**src/rtl/ccsds_iq_pkg.sv**
```systemverilog
// Shared I/Q word format for the CCSDS modem: field positions, sync patterns and sample entry type.
// Used by both the receive sink and the transmit packer.
package ccsds_iq_pkg;

   localparam int unsigned IQ_WORD_W = 32;
   localparam int unsigned SAMPLE_W  = 13;

   localparam int unsigned I_MSB = 29;
   localparam int unsigned I_LSB = 17;
   localparam int unsigned Q_MSB = 13;
   localparam int unsigned Q_LSB = 1;

   localparam logic [1:0] I_SYNC = 2'b10;
   localparam logic [1:0] Q_SYNC = 2'b01;

   typedef struct packed {
      logic                last;
      logic [SAMPLE_W-1:0] i;
      logic [SAMPLE_W-1:0] q;
   } iq_entry_t;

   localparam int unsigned IQ_ENTRY_W = $bits(iq_entry_t);

   function automatic iq_entry_t unpack_word(input logic [IQ_WORD_W-1:0] word, input logic last);
      iq_entry_t e;
      e.last = last;
      e.i    = word[I_MSB:I_LSB];
      e.q    = word[Q_MSB:Q_LSB];
      return e;
   endfunction

   // Both sync pairs present and both pad bits clear.
   function automatic logic sync_ok(input logic [IQ_WORD_W-1:0] word);
      return (word[31:30] == I_SYNC) && (word[15:14] == Q_SYNC) && !word[16] && !word[0];
   endfunction

endpackage

```
**src/rtl/ccsds_rx_iq_axis_sink_if.sv**
```systemverilog
// AXI4-Stream word channel carrying packed I/Q words between the radio and the sink.
interface ccsds_rx_iq_axis_sink_if;
   import ccsds_iq_pkg::*;

   logic [IQ_WORD_W-1:0]   S_AXIS_TDATA;
   logic [IQ_WORD_W/8-1:0] S_AXIS_TSTRB;
   logic                   S_AXIS_TLAST;
   logic                   S_AXIS_TVALID;
   logic                   S_AXIS_TREADY;

   modport master (
      output S_AXIS_TDATA, S_AXIS_TSTRB, S_AXIS_TLAST, S_AXIS_TVALID,
      input  S_AXIS_TREADY
   );

   modport slave (
      input  S_AXIS_TDATA, S_AXIS_TSTRB, S_AXIS_TLAST, S_AXIS_TVALID,
      output S_AXIS_TREADY
   );

endinterface

```
**src/rtl/ccsds_iq_fifo.sv**
```systemverilog
// Synchronous FIFO with occupancy count; head entry is visible on rd_data while not empty.
module ccsds_iq_fifo #(
   parameter int unsigned DEPTH = 16,
   parameter int unsigned WIDTH = 27
) (
   input  logic                     clk,
   input  logic                     rst,
   input  logic                     wr_en,
   input  logic [WIDTH-1:0]         wr_data,
   input  logic                     rd_en,
   output logic [WIDTH-1:0]         rd_data,
   output logic                     full,
   output logic                     empty,
   output logic [$clog2(DEPTH):0]   count
);

   localparam int unsigned PTR_W = $clog2(DEPTH);
   localparam int unsigned CNT_W = PTR_W + 1;

   logic [WIDTH-1:0] mem [DEPTH];
   logic [PTR_W-1:0] wr_ptr;
   logic [PTR_W-1:0] rd_ptr;
   logic             wr_ok;
   logic             rd_ok;

   assign full    = (count == CNT_W'(DEPTH));
   assign empty   = (count == '0);
   assign wr_ok   = wr_en && !full;
   assign rd_ok   = rd_en && !empty;
   assign rd_data = mem[rd_ptr];

   always_ff @(posedge clk) begin
      if (wr_ok) mem[wr_ptr] <= wr_data;
   end

   // Pointers wrap naturally; count carries the extra bit that separates full from empty.
   always_ff @(posedge clk) begin
      if (rst) begin
         wr_ptr <= '0;
         rd_ptr <= '0;
         count  <= '0;
      end else begin
         if (wr_ok) wr_ptr <= wr_ptr + PTR_W'(1);
         if (rd_ok) rd_ptr <= rd_ptr + PTR_W'(1);
         case ({wr_ok, rd_ok})
            2'b10:   count <= count + CNT_W'(1);
            2'b01:   count <= count - CNT_W'(1);
            default: count <= count;
         endcase
      end
   end

endmodule

```
**src/rtl/ccsds_rx_iq_axis_sink.sv**
```systemverilog
// Receive-side AXI4-Stream I/Q sink: unpacks words into a sample FIFO feeding a registered sample port.
// Sync checking and word dropping are enabled by defining CCSDS_RX_SYNC_CHECK_EN.
module ccsds_rx_iq_axis_sink
   import ccsds_iq_pkg::*;
#(
   parameter int unsigned C_S_AXIS_TDATA_WIDTH = 32,
   parameter int unsigned FIFO_DEPTH           = 16,
   parameter int unsigned ERR_CNT_WIDTH        = 16
) (
   input  logic                           S_AXIS_ACLK,
   input  logic                           S_AXIS_ARESET,
   ccsds_rx_iq_axis_sink_if.slave         s_axis,
   output logic [SAMPLE_W-1:0]            i_data_o,
   output logic [SAMPLE_W-1:0]            q_data_o,
   output logic                           last_o,
   output logic                           valid_o,
   input  logic                           ready_i,
   output logic [$clog2(FIFO_DEPTH):0]    fifo_level_o,
   output logic                           sync_err_o,
   output logic [ERR_CNT_WIDTH-1:0]       sync_err_cnt_o
);

   logic [C_S_AXIS_TDATA_WIDTH-1:0] word;
   logic                            xfer;
   logic                            sync_good;
   logic                            fifo_full;
   logic                            fifo_empty;
   logic                            load;
   iq_entry_t                       wr_entry;
   iq_entry_t                       head;
   logic                            unused_bits;

   assign word        = s_axis.S_AXIS_TDATA;
   assign unused_bits = ^{s_axis.S_AXIS_TSTRB, word[31:30], word[16], word[15:14], word[0]};

   assign s_axis.S_AXIS_TREADY = !fifo_full;
   assign xfer                 = s_axis.S_AXIS_TVALID && !fifo_full;
   assign wr_entry             = unpack_word(word, s_axis.S_AXIS_TLAST);

`ifdef CCSDS_RX_SYNC_CHECK_EN
   assign sync_good = sync_ok(word);

   // Bad words complete the handshake but are never written; the counter sticks at all-ones.
   always_ff @(posedge S_AXIS_ACLK) begin
      if (S_AXIS_ARESET) begin
         sync_err_o     <= 1'b0;
         sync_err_cnt_o <= '0;
      end else begin
         sync_err_o <= xfer && !sync_good;
         if (xfer && !sync_good && (sync_err_cnt_o != '1))
            sync_err_cnt_o <= sync_err_cnt_o + ERR_CNT_WIDTH'(1);
      end
   end
`else
   assign sync_good      = 1'b1;
   assign sync_err_o     = 1'b0;
   assign sync_err_cnt_o = '0;
`endif

   ccsds_iq_fifo #(
      .DEPTH (FIFO_DEPTH),
      .WIDTH (IQ_ENTRY_W)
   ) u_fifo (
      .clk     (S_AXIS_ACLK),
      .rst     (S_AXIS_ARESET),
      .wr_en   (xfer && sync_good),
      .wr_data (wr_entry),
      .rd_en   (load),
      .rd_data (head),
      .full    (fifo_full),
      .empty   (fifo_empty),
      .count   (fifo_level_o)
   );

   assign load = !fifo_empty && (!valid_o || ready_i);

   // Output register: refills whenever it is empty or being consumed, otherwise holds.
   always_ff @(posedge S_AXIS_ACLK) begin
      if (S_AXIS_ARESET) begin
         valid_o  <= 1'b0;
         i_data_o <= '0;
         q_data_o <= '0;
         last_o   <= 1'b0;
      end else if (load) begin
         valid_o  <= 1'b1;
         i_data_o <= head.i;
         q_data_o <= head.q;
         last_o   <= head.last;
      end else if (ready_i) begin
         valid_o  <= 1'b0;
      end
   end

endmodule

```
**src/flat_wrapper.sv**
```systemverilog
// flat-port wrapper written by rule: the top's interface ports become plain ports
module ccsds_rx_iq_axis_sink_flat import ccsds_iq_pkg::*;
#(
   parameter int unsigned C_S_AXIS_TDATA_WIDTH = 32,
   parameter int unsigned FIFO_DEPTH           = 16,
   parameter int unsigned ERR_CNT_WIDTH        = 16
)
  (S_AXIS_ACLK, S_AXIS_ARESET, i_data_o, q_data_o, last_o, valid_o, ready_i, fifo_level_o, sync_err_o, sync_err_cnt_o, s_axis_S_AXIS_TDATA, s_axis_S_AXIS_TSTRB, s_axis_S_AXIS_TLAST, s_axis_S_AXIS_TVALID, s_axis_S_AXIS_TREADY);
  ccsds_rx_iq_axis_sink_if s_axis_i ();
  input  logic S_AXIS_ACLK;
  input  logic S_AXIS_ARESET;
  output logic [SAMPLE_W-1:0] i_data_o;
  output logic [SAMPLE_W-1:0] q_data_o;
  output logic last_o;
  output logic valid_o;
  input  logic ready_i;
  output logic [$clog2(FIFO_DEPTH):0] fifo_level_o;
  output logic sync_err_o;
  output logic [ERR_CNT_WIDTH-1:0] sync_err_cnt_o;
  input wire logic [$bits(s_axis_i.S_AXIS_TDATA)-1:0] s_axis_S_AXIS_TDATA;
  input wire logic [$bits(s_axis_i.S_AXIS_TSTRB)-1:0] s_axis_S_AXIS_TSTRB;
  input wire logic [$bits(s_axis_i.S_AXIS_TLAST)-1:0] s_axis_S_AXIS_TLAST;
  input wire logic [$bits(s_axis_i.S_AXIS_TVALID)-1:0] s_axis_S_AXIS_TVALID;
  output wire logic [$bits(s_axis_i.S_AXIS_TREADY)-1:0] s_axis_S_AXIS_TREADY;
  assign s_axis_i.S_AXIS_TDATA = s_axis_S_AXIS_TDATA;
  assign s_axis_i.S_AXIS_TSTRB = s_axis_S_AXIS_TSTRB;
  assign s_axis_i.S_AXIS_TLAST = s_axis_S_AXIS_TLAST;
  assign s_axis_i.S_AXIS_TVALID = s_axis_S_AXIS_TVALID;
  assign s_axis_S_AXIS_TREADY = s_axis_i.S_AXIS_TREADY;
  ccsds_rx_iq_axis_sink #(.C_S_AXIS_TDATA_WIDTH(C_S_AXIS_TDATA_WIDTH), .FIFO_DEPTH(FIFO_DEPTH), .ERR_CNT_WIDTH(ERR_CNT_WIDTH)) u_core (.S_AXIS_ACLK(S_AXIS_ACLK), .S_AXIS_ARESET(S_AXIS_ARESET), .s_axis(s_axis_i), .i_data_o(i_data_o), .q_data_o(q_data_o), .last_o(last_o), .valid_o(valid_o), .ready_i(ready_i), .fifo_level_o(fifo_level_o), .sync_err_o(sync_err_o), .sync_err_cnt_o(sync_err_cnt_o));
endmodule
```
**config.mk**
```make
export PLATFORM = sky130hd
export DESIGN_NAME = ccsds_rx_iq_axis_sink_flat
export DESIGN_NICKNAME = d
export VERILOG_FILES = /design/src/rtl/ccsds_iq_pkg.sv /design/src/rtl/ccsds_rx_iq_axis_sink_if.sv /design/src/rtl/ccsds_iq_fifo.sv /design/src/rtl/ccsds_rx_iq_axis_sink.sv /design/src/flat_wrapper.sv
export SDC_FILE = /design/constraint.sdc
export NUM_CORES = 1
export LEC_CHECK = 0
export CORE_ASPECT_RATIO = 2
export CORE_MARGIN = 2
export CORE_UTILIZATION = 51
export CTS_CLUSTER_SIZE = 10
export DETAILED_ROUTE_END_ITERATION = 10
export GPL_TIMING_DRIVEN = 0
export PLACE_DENSITY_LB_ADDON = 0.2
export REMOVE_ABC_BUFFERS = 1
export SLEW_MARGIN = 5
export SYNTH_ARGS = -nofsm -noshare
export SYNTH_HDL_FRONTEND = slang
export SYNTH_SLANG_ARGS = --single-unit
```
**constraint.sdc**
```tcl
create_clock -name S_AXIS_ACLK -period 4.2 [get_ports S_AXIS_ACLK]
set_clock_uncertainty 0.1 [all_clocks]
set_input_delay 0.84 -clock S_AXIS_ACLK [delete_from_list [all_inputs] [get_ports S_AXIS_ACLK]]
set_output_delay 0.84 -clock S_AXIS_ACLK [all_outputs]
set_load 0.05 [all_outputs]
```
Word-level counts from Yosys, hierarchy flattened. Memories as Yosys holds them, arrays and structs flattened. A register that Yosys moved wholly into a read port is not among the register bits. Index checks and enable logic that the tools add are counted. Widths: inputs -> output; s select.

Order comparisons: 0. Bitwise logic cells: 0. Add/sub/neg operators: 4. Shifts and indexed selects: 0. $mul: 0. Muxes and demuxes: 5. Equal/unequal tests: 3. Divide/modulo/power cells: 0. Reductions and logical operators: 11.

Operators with widths (number): $pmux 5 s2 (1); $add 4x1->4 const B (2); $add 5x1->5 const B (1); $eq 5x5->1 const B (1); $logic_not 5->1 (1); $sub 5x1->5 const B (1); $logic_and 1x1->1 (4); $mux 1 (4); $reduce_bool 2->1 (2); $logic_not 1->1 (3); $eq 2x1->1 const B (1); $eq 2x2->1 const B (1); $logic_or 1x1->1 (1).

Memories kept: 1. Input bits: 41. Output and inout bits: 51. Bits in read-only memories: 0. Latch bits: 0. RAM bits: 432. Register bits: 14. Logic and storage cells: 28.

Memory list: u_core.u_fifo.mem (depth 16, bits a word 27, read ports 1, clocked after Yosys merged registers in 1, write ports 1, RTL line ccsds_iq_fifo.sv:20) `logic [WIDTH-1:0] mem [DEPTH];`.

Depth between registers and ports, before layout. Gate-level depths: netlist of run 1.

Word-level depth: 6. Gate-level depth with buffers: 11. Gate-level depth less buffers: 11.

Hierarchy. Synthesis of run 1 repeated with hierarchy kept, for this count alone.

Cells, all modules: 866. Area, all modules: 18642.9 sq um.

Modules (own cells, without submodules): ccsds_iq_fifo (seq. area each 13312.8 sq um, times used 1, area each 17216.5 sq um, cells an instance 725); ccsds_rx_iq_axis_sink (seq. area each 560.5 sq um, times used 1, area each 1426.4 sq um, cells an instance 141).

Least setup slack after synthesis of run 1. Ideal clock, no wire load.

Kind: register to register. Start: register u_core.u_fifo.count[0]. End: memory u_core.u_fifo.mem[3][0] (enable). Library setup time: 0.445 ns. Required time: 3.655 ns. Buffers on the path: 0. Clock period less this slack: 3.808 ns. Stages on the path, launching flop included: 5. Data arrival time: 3.263 ns. Setup slack: 0.392 ns. Cells stage by stage: dfxtp_1 > nor4_1 > a21boi_2 > nand2_1 > nor3_1.

Word-level cells in the longest chain between the ends: 6.

RTL lines: start: declaration (RTL line ccsds_iq_fifo.sv:14) `output logic [$clog2(DEPTH):0] count`; start signal: assignment (RTL line ccsds_iq_fifo.sv:46) `2'b10: count <= count + CNT_W'(1);`; start signal: assignment (RTL line ccsds_iq_fifo.sv:47) `2'b01: count <= count - CNT_W'(1);`; start signal: assignment (RTL line ccsds_iq_fifo.sv:48) `default: count <= count;`; $eq 5x5->1 * (RTL line ccsds_iq_fifo.sv:26) `assign full = (count == CNT_W'(DEPTH));`; $logic_not 1->1 * (RTL line ccsds_iq_fifo.sv:28, ccsds_rx_iq_axis_sink.sv:37); $logic_and 1x1->1 (RTL line ccsds_rx_iq_axis_sink.sv:37) `assign xfer = s_axis.S_AXIS_TVALID && !fifo_full;`; $logic_and 1x1->1 * (RTL line ccsds_iq_fifo.sv:28) `assign wr_ok = wr_en && !full;`; $mux 1 * (RTL line ccsds_iq_fifo.sv:33) `if (wr_ok) mem[wr_ptr] <= wr_data;`; $mux 1 (implied by the code) * (RTL line ccsds_iq_fifo.sv:33); end: declaration (RTL line ccsds_iq_fifo.sv:20).

Every way passes the cells marked *; elsewhere a longest branch is shown, timed or not.

Worst setup path after layout of run 1.
Start: register u_core.u_fifo.count[0]. End: register u_core.u_fifo.count[4].

Word-level cells in the longest chain between the ends: 6. Elaborated cells between the ends (all ways): 14. Those cells by class: add/sub (2); eq/ne (3); mux (1); reduce/logical (8).

RTL lines: $eq 5x5->1 or $logic_not 5->1 (tied branches) (RTL line ccsds_iq_fifo.sv:26, ccsds_iq_fifo.sv:27); $logic_not 1->1 (on tied branches); $logic_and 1x1->1 (on tied branches) (RTL line ccsds_rx_iq_axis_sink.sv:37, ccsds_rx_iq_axis_sink.sv:75); $logic_and 1x1->1 (on tied branches) (RTL line ccsds_iq_fifo.sv:28, ccsds_iq_fifo.sv:29); $eq 2x1->1 or $eq 2x2->1 (tied branches) (RTL line ccsds_iq_fifo.sv:45) `case ({wr_ok, rd_ok})`; $pmux 5 s2 or $reduce_bool 2->1 (tied branches).

Parallel ways exist; a longest one is shown, timed or not. A chain may end at the register's enable or synchronous reset.

==> key figures, run 1 <==
Finish
  – Layout Cells excl Fill: ~1,400
  – Most common cell after layout, fill and taps aside: edfxtp_1
  – Commonest cells after routing, fill and taps aside: 432 x edfxtp_1, 108 x mux4_2, 64 x clkdlybuf4s50_1
  – Design area: 21,300 um^2
  – Nets: 1,005
  – Final Util: between 60% and 70%
  – Area grow syn2layout: 17.5%
  – Share of post-route cells with drive strength above 1: roughly a quarter
  – Diode count: 0

Setup path
  – CP Data Required Time: 4.55 ns
  – Critical path class: reg2reg
  – Reg2Reg Depth: 11
  – Worst setup EP type: flip-flop
  – Critical path fanouts, max: 9
  – Crit path launch type: flip-flop
  – Worst Path Arrival: approximately 3.7 ns

Clocking
  – Clock tree buffer depth: 3
  – Post-CTS Setup Bufs: 0
  – Post_cts resized: 0
  – CTS hold repair buffers: 0
  – TritonCTS clock tree: yes
  – Sink Count: about 470
  – Clock-pin slew on the worst setup and hold paths: ~0.050 ns
  – Clock latency on the worst-skew pair: around 0.56 ns
  – CTS buffer count: 53
  – CTS root buf: clkbuf_16
  – H-tree Lvls: 2

Placed design
  – HPWL after detailed placement: 21.6 mm
  – Routability congestion estimate: roughly 0.67
  – Placed Area: slightly below 20,000 um^2
  – IO Port Bufs: 64
  – Placed Instances: approximately 1,300

Die
  – Row cnt: 97
  – Die Height: between 200 and 300 um
  – Initial Utilization: about half
  – Io pins: between 90 and 100
  – Die area: roughly 37,000 um^2
  – Die Wd: approximately 140 um
  – Core box area: between 30,000 and 40,000 um^2

Power and ir drop
  – Maximum VDD drop: roughly 0.5 mV
  – Leak Pwr: ~0.0066 uW
  – Power density cells: about 580 nW/um^2

Routing
  – Initial DRT Pass Iterations: 5
  – Final ANT Viol Nets: 0
  – Via density: between 5 and 6
  – Initial DRC Count: a little under 700
  – Drc violations: 0
  – WL final: approximately 37 mm
  – DR WL/cell: roughly 26 um
  – Via count: 8,480

GRT
  – Global-route usage over all layers: a little over a fifth
  – GRT overflow: 0
  – First-pass GRT wire length: 56.0 mm
  – Largest net degree at the start of global routing: 48
  – Vias in the first global route: around 9,000
  – Initial antenna violation count: 0

Timing
  – Final Cycle Share: between 70% and 80%
  – Number of hold violations in the final report: 0
  – Min Hold Slack: roughly 0.39 ns
  – Max frequency: between 200 and 300 MHz
  – Rel. slew slack: about two fifths
  – RSZ-0062 raised after global routing: no
  – Final setup viols: 0
  – Worst-Margin Slew: 0.904 ns
  – Crit path time final: approximately 3.3 ns
  – Slew Limit Fails: 0
  – Setup TNS: 0 ns

Logic synthesis
  – Sequential area share after synthesis: roughly 76%
  – Syn_area_per_cell: 21.5 um^2
  – #FFs+latches synth: 473
  – Mapped Area: roughly 18,000 um^2
  – Synth cell types: 39
  – Synthesized instance count: 844
  – Ys Warns: 0

Outcome
  – Status: completed

Job
  – Max Cap Viol: 0

Hold path
  – HP Class: reg2reg
  – Hold Path Depth: 2
## cell families after synthesis
| logic type | Yosys count | synth area share (%) |
|---|---|---|
| DFF | 473 | 76.0 |
| and+or+nand+nor | 56 | 1.54 |
| muxes | 164 | 16.7 |
| adders and majority gates | 10 | 0.731 |
| xor gates and xnor gates | 8 | 0.386 |
| other | 1 | 0.0207 |
| AOI/OAI and AO/OA | 65 | 2.30 |
| buffers and inverters | 67 | 2.31 |
## worst paths after layout
kind / start / to / slack (ns)
min reg2reg: u_core.q_data_o[4]$_SDFFE_PP0P_ / u_core.q_data_o[4]$_SDFFE_PP0P_ / 0.39
min: u_core.q_data_o[4]$_SDFFE_PP0P_ / u_core.q_data_o[4]$_SDFFE_PP0P_ / 0.39
max: u_core.u_fifo.count[0]$_SDFFE_PP0P_ / u_core.u_fifo.count[4]$_SDFFE_PP0P_ / 0.86
max reg2reg: u_core.u_fifo.count[0]$_SDFFE_PP0P_ / u_core.u_fifo.count[4]$_SDFFE_PP0P_ / 0.86
## cell usage after synthesis (all sizes together)
cell type / instances / area [um^2]
edfxtp: 432 / 13000
mux4: 108 / 2430
buf: 45 / 330
dfxtp: 41 / 821
o21ai: 29 / 160
mux2: 28 / 315
mux2i: 28 / 280
nor2: 28 / 121
a22oi: 27 / 203
clkbuf: 14 / 56.3
ha: 9 / 113
nand2: 9 / 33.8
inv: 8 / 32.5
a21oi: 7 / 35.0
nor3: 5 / 25.0
xor2: 5 / 43.8
nand2b: 3 / 18.8
nor2b: 3 / 18.8
xnor2: 3 / 26.3
nand4: 2 / 12.5
a21boi: 1 / 11.3
a21o: 1 / 8.76
conb: 1 / 3.75
fa: 1 / 20.0
nand3: 1 / 5.00
nor3b: 1 / 12.5
nor4: 1 / 6.26
or3: 1 / 6.26
or3b: 1 / 8.76
or4: 1 / 11.3
## through the flow
step	setup WS (ns)	total power, uW
after floorplan	-1.78	7760
after global routing	0.673	12800
after CTS	0.851	12500
after detailed placement	0.347	8440
after global placement	-3.99	8600
final	0.859	12300
## state kept, by name, summed over array words and instances (netlist names)
name / cells
u_core.u_fifo.mem: 432
u_core.u_fifo.wr_ptr: 4
u_core.u_fifo.count: 5
u_core.valid_o: 1
u_core.u_fifo.rd_ptr: 4
u_core.q_data_o: 13
u_core.i_data_o: 13
u_core.last_o: 1
## layer usage
| metal | wire length [um] | vias up | global-route usage (%) |
|---|---|---|---|
| met5 | 0 | - | 0 |
| met4 | 1040 | 0 | 6.89 |
| met1 | 14400 | 4504 | 27.1 |
| met2 | 19800 | 243 | 36.4 |
| met3 | 1630 | 63 | 2.81 |
| li1 | - | 3670 | - |
## critical path: stages (launching register included)
cell and delay (ns):
dfxtp_1 0.36, nor4_1 0.50, a21boi_2 0.23, inv_1 0.10, ha_1 0.25, inv_1 0.12
fa_1 0.41, nor2b_1 0.18, o21ai_0 0.13, nand3_1 0.10, or3b_2 0.48, mux2_2 0.28
## final cells by class
type	instances	area (um^2)
Clock buffer	95	1480
Clock inverter	1	8.76
Fill cell	2471	13800
Inverter	8	32.5
Multi-Input combinational cell	320	4110
Sequential cell	473	13800
Tap cell	445	557
Timing Repair Buffer	98	1320
## power by group
group | leakage (uW) | internal [uW] | switching, uW
Sequential | 0.00424 | 5360 | 196
Combinational | 0.00167 | 1320 | 1420
Clock | 0.000707 | 2360 | 1690
Note: power is estimated with default switching activity, not from simulation.
==> run 2, diff against run 1 <==
==> constraint.sdc (replaced) <==
create_clock -name S_AXIS_ACLK -period 2.9 [get_ports S_AXIS_ACLK]
set_clock_uncertainty 0.1 [all_clocks]
set_input_delay 0.58 -clock S_AXIS_ACLK [delete_from_list [all_inputs] [get_ports S_AXIS_ACLK]]
set_output_delay 0.58 -clock S_AXIS_ACLK [all_outputs]
set_load 0.05 [all_outputs]
==> run 2 against run 1 <==
Sequential power increased by 45%. Final cell count grew 0.14%. Critical endpoint unchanged. Sequential share of layout area fell by 0.26 points. Highest routed layer unchanged.
==> key figures, run 2 (same netlist as run 1, synthesis figures left out) <==
Finish
  – Most common cell after layout, fill and taps aside: edfxtp_1
  – Area grow syn2layout: 18.0%
  – Largest register FFs: between 400 and 500
  – Final Util: 61.0%
  – Fillcell total: between 2,000 and 2,500
  – Share of post-route cells with drive strength above 1: about a quarter
  – Design area: 21,400 um^2
  – Biggest register: u_core.u_fifo.mem
  – Nets: ~1,000
  – Commonest cells after routing, fill and taps aside: 432 x edfxtp_1, 108 x mux4_2, 64 x clkdlybuf4s50_1
  – Area occupied by registers: between 10,000 and 15,000 um^2
  – Diode count: 0
  – Biggest regs: u_core.u_fifo.mem: 432 flops, u_core.i_data_o: 13 flops, u_core.q_data_o: 13 flops
  – Layout Cells excl Fill: 1,442
  – Area of the multi-input gates: between 4000 and 5000 um^2

Power and ir drop
  – Maximum VDD drop: roughly 0.9 mV
  – Leak Pwr: around 0.0066 uW
  – Power density cells: around 840 nW/um^2

Die
  – Die area: 37,200 um^2
  – Die Wd: between 100 and 150 um
  – Die Height: around 270 um
  – Core box area: between 30,000 and 40,000 um^2
  – Io pins: 92
  – Row cnt: between 90 and 100
  – Initial Utilization: ~52%

Placed design
  – IO Port Bufs: 64
  – Placed Area: between 15,000 and 20,000 um^2
  – Placed Instances: roughly 1,300
  – HPWL after detailed placement: 21.6 mm
  – Routability congestion estimate: 0.666

Setup path
  – CP Data Required Time: 3.25 ns
  – Reg2Reg Depth: 10
  – Critical path class: reg2reg
  – Critical R2R Launch: u_core.u_fifo.count[1]$_SDFFE_PP0P_
  – Worst setup EP type: flip-flop
  – Worst Path Arrival: 3.16 ns
  – Crit path launch type: flip-flop
  – Critical path fanouts, max: 6
  – RR Endpoint: u_core.u_fifo.count[4]$_SDFFE_PP0P_
  – Register-to-Register Setup Slack: around 0.08 ns

Clocking
  – CTS root buf: clkbuf_16
  – Clock-pin slew on the worst setup and hold paths: 0.05 ns
  – CTS buffer count: 53
  – Clock latency on the worst-skew pair: between 0.5 and 0.6 ns
  – Sink Count: 473
  – TritonCTS clock tree: yes
  – Clock tree buffer depth: 3
  – CTS hold repair buffers: 0
  – H-tree Lvls: 2

Routing
  – Initial DRT Pass Iterations: 5
  – Via density: 5.88
  – DR WL/cell: about 26 um
  – Final ANT Viol Nets: 0
  – Via count: 8,484
  – Drc violations: 0
  – WL final: between 30 and 40 mm
  – Initial DRC Count: roughly 700

Timing
  – Final setup viols: 0
  – Worst-Margin Slew: approximately 0.88 ns
  – Slew Limit Fails: 0
  – Rel. slew slack: between 40% and 50%
  – Final Cycle Share: a little under 100%
  – Max frequency: approximately 350 MHz
  – Number of hold violations in the final report: 0
  – Crit path time final: between 2 and 3 ns
  – RSZ-0062 raised after global routing: no

GRT
  – Vias in the first global route: 9,146
  – Largest net degree at the start of global routing: 48
  – GRT overflow: 0
  – Global-route usage over all layers: a little over a fifth
  – First-pass GRT wire length: between 50 and 60 mm
  – Initial antenna violation count: 0

Hold path
  – HP Class: reg2reg
  – HP Start: u_core.q_data_o[4]$_SDFFE_PP0P_
  – Hold Path Depth: 2
  – Hold EP: u_core.q_data_o[4]$_SDFFE_PP0P_

Job
  – Max Cap Viol: 0

Outcome
  – Status: completed
[run 2: cell types whose count changed in the layout (fill, tap and decap cells not counted), sizes merged]
cell	previous run	this run
buf	34	36
[run 2: area by class of cell]
cell class	instances	area share (%)
inverters	8	0.152
well taps	445	2.60
multi-input cells	320	19.5
clock inverters	1	0.0409
repair buffers	100	6.24
clock buffers	95	6.93
flip-flops and latches	473	64.5
[run 2: worst max path at each step]
stage,start,end,slack [ns],depth (start not counted)
4_1_cts,u_core.u_fifo.count[1]$_SDFFE_PP0P_,u_core.u_fifo.count[4]$_SDFFE_PP0P_,0.05,10
3_3_place_gp,u_core.u_fifo.rd_ptr[0]$_SDFFE_PP0P_,u_core.i_data_o[10]$_SDFFE_PP0P_,-5.29,4
2_1_floorplan,u_core.u_fifo.rd_ptr[0]$_SDFFE_PP0P_,u_core.i_data_o[10]$_SDFFE_PP0P_,-3.08,4
6_report,u_core.u_fifo.count[1]$_SDFFE_PP0P_,u_core.u_fifo.count[4]$_SDFFE_PP0P_,0.08,10
3_5_place_dp,ready_i,u_core.u_fifo.count[4]$_SDFFE_PP0P_,-0.69,12
5_1_grt,u_core.u_fifo.count[1]$_SDFFE_PP0P_,u_core.u_fifo.count[4]$_SDFFE_PP0P_,0.001,10
[run 2: per-stage QoR]
step / power, uW / hold WS, ns / worst slack (ns) / setup TNS (ns)
3_3_place_gp: 11700 / 0.382 / -5.29 / -1169.47
5_1_grt: 18700 / 0.420 / 0.00148 / 0
3_5_place_dp: 12200 / 0.388 / -0.693 / -40.50
2_1_floorplan: 11200 / 0.406 / -3.08 / -231.13
4_1_cts: 18200 / 0.401 / 0.0500 / 0
6_report: 18000 / 0.392 / 0.0811 / 0
[run 2: critical path: stages (launching register included)]
cell and delay (ns):
dfxtp_2 0.36, or4_4 0.57, o21ai_4 0.18, inv_4 0.05, ha_4 0.18, ha_4 0.28, nor2b_2 0.17, o21ai_2 0.08
nand3_1 0.08, or3b_4 0.39, mux2_2 0.27
[run 2: what timing repair did]
item | 4_1_cts | 5_1_grt
cloned | 0 | 0
pin swaps | 3 | 2
gates resized for setup | 14 | 4
setup endpoints to repair | 9 | 8
buffers inserted | 2 | 0
[run 2: power breakdown]
| group | internal [uW] | switching [uW] |
|---|---|---|
| combinational | 1980 | 2090 |
| sequential | 7770 | 295 |
| clock | 3410 | 2450 |
| total | 13200 | 4830 |
[run 2: metal layers]
metal	wire, um	part of all wire [%]	vias up	track usage [%]
met5	0	0	-	0
met4	988	2.7	0	6.89
met3	1820	4.9	64	2.81
met2	19700	53	262	36.3
met1	14500	39	4484	27.2
li1	-	-	3674	-
